## src/rtl/alu_bit31.sv

```systemverilog
// Most-significant bit slice of a 32-bit ALU: AND/OR/ADD/SLT with overflow detect.
// Latency: one core cycle from accepted inputs to registered result/carryOut/overflow; set is combinational.
// Backpressure: none; in_valid is accepted every cycle, and outputs hold while in_valid is low.
module alu_bit31 (
  input  logic       clk,
  input  logic       rst_n,
  input  logic       a,
  input  logic       b,
  input  logic       invertA,
  input  logic       invertB,
  input  logic [1:0] operation,
  input  logic       carryIn,
  input  logic       less,
  input  logic       in_valid,
  output logic       result,
  output logic       carryOut,
  output logic       set,
  output logic       overflow,
  output logic       out_valid
);

  localparam logic [1:0] OP_AND = 2'b00;
  localparam logic [1:0] OP_OR  = 2'b01;
  localparam logic [1:0] OP_ADD = 2'b10;
  localparam logic [1:0] OP_SLT = 2'b11;

  logic ai;
  logic bi;
  logic sum;
  logic cout;

  logic result_d,    result_q;
  logic carry_out_d, carry_out_q;
  logic overflow_d,  overflow_q;
  logic out_valid_d, out_valid_q;

  // Operand conditioning and full adder; set exposes the raw sum so bit 0 can use it for SLT.
  always_comb begin
    ai   = a ^ invertA;
    bi   = b ^ invertB;
    sum  = ai ^ bi ^ carryIn;
    cout = (ai & bi) | (ai & carryIn) | (bi & carryIn);
  end

  assign set = sum;

  // Next-state selection: load on in_valid, otherwise hold data and drop out_valid.
  always_comb begin
    result_d    = result_q;
    carry_out_d = carry_out_q;
    overflow_d  = overflow_q;
    out_valid_d = 1'b0;
    if (in_valid) begin
      out_valid_d = 1'b1;
      carry_out_d = cout;
      // Overflow only means something for the arithmetic ops (ADD and the subtract behind SLT).
      overflow_d  = (operation == OP_ADD || operation == OP_SLT) ? (carryIn ^ cout) : 1'b0;
      case (operation)
        OP_AND:  result_d = ai & bi;
        OP_OR:   result_d = ai | bi;
        OP_ADD:  result_d = sum;
        OP_SLT:  result_d = less;
        default: result_d = 1'b0;
      endcase
    end
  end

  // Output registers with asynchronous clear; a reset drops any in-flight operation.
  always_ff @(posedge clk or negedge rst_n) begin
    if (!rst_n) begin
      result_q    <= 1'b0;
      carry_out_q <= 1'b0;
      overflow_q  <= 1'b0;
      out_valid_q <= 1'b0;
    end else begin
      result_q    <= result_d;
      carry_out_q <= carry_out_d;
      overflow_q  <= overflow_d;
      out_valid_q <= out_valid_d;
    end
  end

  assign result    = result_q;
  assign carryOut  = carry_out_q;
  assign overflow  = overflow_q;
  assign out_valid = out_valid_q;

endmodule

```

## config.mk

```make
export PLATFORM = sky130hd
export DESIGN_NAME = alu_bit31
export DESIGN_NICKNAME = d
export VERILOG_FILES = /design/src/rtl/alu_bit31.sv
export SDC_FILE = /design/constraint.sdc
export NUM_CORES = 1
export LEC_CHECK = 0
export BUFFER_PORTS_ARGS = -buffer_cell sky130_fd_sc_hd__buf_4
export CAP_MARGIN = 25
export CORE_AREA = 2 2 39 41
export CTS_CLUSTER_DIAMETER = 40
export DETAILED_ROUTE_END_ITERATION = 16
export DIE_AREA = 0 0 41 43
export GPL_ROUTABILITY_DRIVEN = 0
export PLACE_DENSITY_LB_ADDON = 0.25
export SYNTH_ARGS = -nofsm -noshare
export SYNTH_HDL_FRONTEND = slang
export SYNTH_SLANG_ARGS = --single-unit
export TNS_END_PERCENT = 50
```

## constraint.sdc

```tcl
create_clock -name clk -period 2.6 [get_ports clk]
set_clock_uncertainty 0.05 [all_clocks]
set_input_delay 0.65 -clock clk [delete_from_list [all_inputs] [get_ports clk]]
set_output_delay 0.65 -clock clk [all_outputs]
set_load 0.02 [all_outputs]
```

# After elaboration in Yosys (flattened, before gate mapping)
# Index checks and enable logic that the tools add are counted.
# classes
n_reduce_logical,2
n_eq_ne,3
bitwise_logic,11
mux,3
# ops
op,n
$xor A1 B1 Y1,5
$eq A2 B2 Y1 const B,2
$pmux W1 S4,1
$and A1 B1 Y1,3
$or A1 B1 Y1,3
$eq A2 B1 Y1 const B,1
$logic_not A2 Y1,1
$mux W1,2
$logic_or A1 B1 Y1,1
# totals
wordCells,23
output_inout_bits,5
regBits,4

# Depth between registers and ports, before layout
# Gate-level depths: netlist (run 1).
# depth
ltp_word,6
depth_mapped,6
depth_no_buf,6

# Worst setup path before layout (run 1)
# Ideal clock, no wire load.
# synth_timing
path_type,input to output
from,input port invertA
to,output port set
slack_ns,0.356
n_path_buf,0
arrival_time_ns,1.544
stages,3
path_cell_list,xnor2_1 -> fa_1 -> inv_1
# synth_via
elab_chain_len,3
# synth_rtl
element,line_no,text
from (decl),9,"input logic invertA,"
$xor A1 B1 Y1,39,ai = a ^ invertA;
$xor A1 B1 Y1 (2 in a row),41,sum = ai ^ bi ^ carryIn;
to (decl),17,"output logic set,"
# No other way between the ends.

# Worst setup path after layout (run 1)
# layout_timing
from,input port invertB
to,output port set
# layout_via
elab_chain_len,3
# layout_rtl
element,line_no,text
from (decl),10,"input logic invertB,"
$xor A1 B1 Y1,40,bi = b ^ invertB;
$xor A1 B1 Y1 (2 in a row),41,
# No other way between the ends.

==> results.cfg, run 1 <==
[outcome]
status = completed

[cells_and_area]
final_nets = 62
fill_cells = 153
multi_input_area_um2 = 140.1
syn_to_final_growth_pct = 61.90
drive_gt1_frac = 0.4130
regArea_um2 = 100.1
layoutNonFillerInstCount = 62
n_antenna_cell = 0

[synth]
synthXorXnorAreaFrac = 0.1000
synth_edf_count = 0
ys_seq_area_frac = 0.3810
synth_mux_area_frac = 0.03810
yosys.area_share.simple = 0.1286
ys_ff_latch = 4
synth_top_family_by_area = adder cells
synth_fa_ha_area_frac = 0.1714
async_reset_ff_frac = 1.000
synth-compound-area-share = 0.09524
yosys_warnings = 0
syn_area_um2 = 262.8
synthesis.nets = 41
synth.avg_cell_area_um2 = 9.732
synth.distinct_cells = 14
synth_top_flop_cell = dfrtp_1
syn_inst = 27

[flow_run]
drv_cap = 0

[sta]
max_slew_margin = 0.8327
finalSetupViolations = 0
fin_crit_ns = 2.435
whs_ns = 0.1533
final-hold-violation-count = 0
tns_ns = 0
fmax_mhz = 410.7
tightestPinTransition_ns = 0.2492
rsz0062_at_grt = false
period_share = 0.9365
final_max_slew_viol_count = 0

[global_routing]
gr-total-overflow = 0
use_met2 = 0.09063
use_met3 = 0.01571
grt_max_degree = 8
grt_pass1_wl_um = 821
antenna_found_initial = 0
grt_use_met1 = 0.08738
gr-usage-all-layers = 0.07143
grt_pass1_vias = 228
busiest_layer = met2

[cts]
cts_max_level = 1
post_cts_buffers = 0
clk-insertion-delay-late_ns = 0.23
cts_resized = 0
clockRootBuffer = clkbuf_4
ctsLongestPathBuffers = 2
clkTransAtPathRegs_ns = 0.04
cts_sinks = 4
cts_buffers = 3
cts_hold_buf = 0
cts_tree = done

[placement]
dp_hpwl_um = 424.9
io_buffer_count = 15
dp_cells = 59

[drt]
drt_iter0_drc = 4
avgRoutedWirePerCell_um = 7.952
ant_nets = 0
firstDrtPassIters = 4
routed_wl_um = 493
vias = 236
drc = 0
drt-vias-per-instance = 3.806

[worst_setup_path]
cpLargestDelayFamily = adder cells
crit_type = in2out
crit_slowest_cell = fa_1
crit_required_ns = 1.90
cp.buffers_inverters = 4
cp-end-kind = output port
cp_cell_sequence = buf_4 -> xor2_1 -> inv_1 -> fa_1 -> inv_1 -> buf_4
cp_slowest_stage_delay_ns = 0.51
cp-start-kind = primary input
cp_data_arrival_time_ns = 1.73
crit_fanout = 2

[die]
io_pins = 16
dieArea_um2 = 1763
die_h_um = 43
rows = 14
core_area_um2 = 1384
die_w_um = 41
start_util = 0.1899

[power]
p_leak_nw = 0.2256
power_mw = 0.2336
ir_drop_mv = 0.1200
power.density_nw_per_um2 = 549.1

[hold_path]
hp-class = in2async
cell usage in the layout, fill, tap and decap left out:
master / instances
a21oi_1: 1
a311o_1: 1
buf_4: 16
clkbuf_4: 3
dfrtp_1: 4
fa_1: 1
ha_1: 2
inv_1: 6
mux2i_1: 1
nand2_1: 1
nand2b_1: 3
nand3_1: 1
nor2b_1: 1
o21ai_0: 2
xnor2_1: 2
xor2_1: 1
sequential cells by signal (all words and copies together) (netlist names):
register and cells:
out_valid 1, carryOut 1, result 1, overflow 1
cells in the mapped netlist, types with 2 or more instances:
master | instances | area [um^2]
dfrtp_1 | 4 | 100.1
ha_1 | 2 | 25.02
nand2b_1 | 3 | 18.77
xnor2_1 | 2 | 17.52
inv_1 | 6 | 22.52
o21ai_0 | 2 | 10.01
power by group:
part	internal, mW	switching [mW]	total [mW]
combinational	0.0426	0.0414	0.0840
clock	0.0515	0.0240	0.0755
sequential	0.0706	0.00350	0.0741
total	0.165	0.0689	0.234
routing by layer:
metal | vias to the layer above | routed length [um]
li1 | 122 | -
met1 | 95 | 217
met2 | 17 | 187
met3 | 2 | 73
met4 | 0 | 14
met5 | - | 0
final timing paths:
path | startpoint | to | slack, ns | depth (start not counted)
max reg2reg | result | result | 1.67 | 2
max in group asynchronous | rst_n | carryOut | 2.25 | 1
min | rst_n | overflow | 0.15 | 1
min in group clk | carryOut | carryOut | 0.47 | 2
max | invertB | set | 0.17 | 6
min reg2reg | carryOut | carryOut | 0.47 | 2
worst reg2reg max path, cell delays in order (launching register included):
cell,delay [ns]
dfrtp_1,0.36
nor2b_1,0.13
a311o_1,0.27
cell type report:
| cell class | instances | area share |
|---|---|---|
| clock buffer | 3 | 0.05294 |
| multi-input combinational | 17 | 0.3294 |
| sequential | 4 | 0.2353 |
| inverter | 6 | 0.05294 |
| timing repair buffer | 16 | 0.2824 |
| tap | 16 | 0.04706 |
logic make-up after synthesis:
family,after synthesis
and+or+nand+nor,6
AOI/OAI and AO/OA,4
muxes,1
adders and majority gates,3
buffers and inverters,6
xor gates and xnor gates,3
DFF,4
metrics by stage:
| stage | area, um^2 | worst slack, ns | util |
|---|---|---|---|
| 2_1_floorplan | 262.8 | 0.3563 | - |
| 3_3_place_gp | 402.9 | 0.1396 | 0.2911 |
| 3_5_place_dp | 402.9 | 0.1449 | 0.2911 |
| 4_1_cts | 425.4 | 0.1421 | 0.3074 |
| 5_1_grt | 425.4 | 0.08134 | 0.3074 |
| 6_report | 425.4 | 0.1651 | 0.3074 |
(Power assumes the default switching activity.)
==> run 2: changes to the inputs <==
--- a/config.mk
+++ b/config.mk
@@ -7,6 +7,8 @@
 export LEC_CHECK = 0
 export BUFFER_PORTS_ARGS = -buffer_cell sky130_fd_sc_hd__buf_4
 export CAP_MARGIN = 25
+export CELL_PAD_IN_SITES_DETAIL_PLACEMENT = 0
+export CELL_PAD_IN_SITES_GLOBAL_PLACEMENT = 2
 export CORE_AREA = 2 2 39 41
 export CTS_CLUSTER_DIAMETER = 40
 export DETAILED_ROUTE_END_ITERATION = 16
==> results.cfg, run 2 (synthesis gave the netlist of run 1 again) <==
[sta]
fmax_mhz = 409.2
tightestPinTransition_ns = 0.2792
tns_ns = 0
rsz0062_at_grt = false
max_slew_margin = 0.8125
period_share = 0.9399
final_max_slew_viol_count = 0
finalSetupViolations = 0
fin_crit_ns = 2.444
setup_slack_ns = 0.1562
final-hold-violation-count = 0

[drt]
avgRoutedWirePerCell_um = 8.500
vias = 244
routed_wl_um = 527
ant_nets = 0
drc = 0
drt-vias-per-instance = 3.935
firstDrtPassIters = 3
drt_iter0_drc = 4

[power]
p_leak_nw = 0.2256
power.density_nw_per_um2 = 554.8
ir_drop_mv = 0.1326

[cells_and_area]
syn_to_final_growth_pct = 61.90
final_nets = 62
layout_commonest_cell = buf_4
drive_gt1_frac = 0.4130
final_cell_mix = buf_4, inv_1, dfrtp_1
n_antenna_cell = 0

[cts]
post_cts_buffers = 0
cts_tree = done
ctsLongestPathBuffers = 2
clockRootBuffer = clkbuf_4
cts_resized = 0
cts_max_level = 1
cts_sinks = 4
cts_hold_buf = 0
clk-insertion-delay-late_ns = 0.23
cts_buffers = 3
clkTransAtPathRegs_ns = 0.04

[global_routing]
grt_pass1_vias = 215
gr-usage-all-layers = 0.07381
grt_pass1_wl_um = 814
gr-total-overflow = 0
antenna_found_initial = 0
grt_max_degree = 8

[die]
start_util = 0.1899
die_w_um = 41
die_h_um = 43
io_pins = 16
dieArea_um2 = 1763
rows = 14
core_area_um2 = 1384

[worst_setup_path]
crit_required_ns = 1.90
crit_type = in2out
crit_fanout = 2
crit_slowest_cell = fa_1
cp_cell_sequence = buf_4 -> xor2_1 -> inv_1 -> fa_1 -> inv_1 -> buf_4
cp-start-kind = primary input
cp_data_arrival_time_ns = 1.74
cp_slowest_stage_delay_ns = 0.51
cp-end-kind = output port

[hold_path]
hp-class = in2async

[placement]
place_ws_ns = 0.1327
dp_hpwl_um = 454.4
io_buffer_count = 15

[outcome]
status = completed

[flow_run]
drv_cap = 0
## run 2: critical path: cells and delay by family
kind	cells	cell delay, ns
fa+ha+maj	1	0.51
buf+inv	4	0.40
xor+xnor	1	0.18
## run 2: cell type report
| class | count | area, um^2 |
|---|---|---|
| Fill cell | 168 | 958.4 |
| Multi-Input combinational cell | 17 | 140.1 |
| Timing Repair Buffer | 16 | 120.1 |
| Sequential cell | 4 | 100.1 |
| Clock buffer | 3 | 22.52 |
| Inverter | 6 | 22.52 |
| Tap cell | 16 | 20.02 |
## run 2: metrics by stage
step	instance area (um^2)	total power [mW]	utilization	cells	hold WS [ns]
6_report	425.4	0.2360	0.3074	62	0.1514
3_5_place_dp	402.9	0.1615	0.2911	59	0.3977
3_3_place_gp	402.9	0.1592	0.2911	59	0.3960
4_1_cts	425.4	0.2405	0.3074	62	0.1487
2_1_floorplan	262.8	0.1180	-	27	0.3044
5_1_grt	425.4	0.2515	0.3074	62	0.1460
## run 2: path summary, 6_finish.rpt
kind	from	to	slack [ns]	cells after the start
min in group clk	carryOut	carryOut	0.49	2
worst min register to register	carryOut	carryOut	0.49	2
worst min-delay path	rst_n	overflow	0.15	1
max in group asynchronous	rst_n	carryOut	2.25	1
worst max-delay path	invertB	set	0.16	6
worst max register to register	result	result	1.69	2
## run 2: layer usage
| layer | up-vias | routed length [um] | track usage |
|---|---|---|---|
| li1 | 121 | - | - |
| met1 | 112 | 203 | 0.07566 |
| met2 | 11 | 280 | 0.1000 |
| met3 | 0 | 43 | 0.03141 |
| met4 | 0 | 0 | 0.08000 |
| met5 | - | 0 | 0 |
## run 2: report_power, final
part / internal, mW / leakage (nW) / switching [mW] / total [mW]
sequential: 0.0706 / 0.0487 / 0.00375 / 0.0743
combinational: 0.0427 / 0.163 / 0.0417 / 0.0844
clock: 0.0516 / 0.0138 / 0.0256 / 0.0773
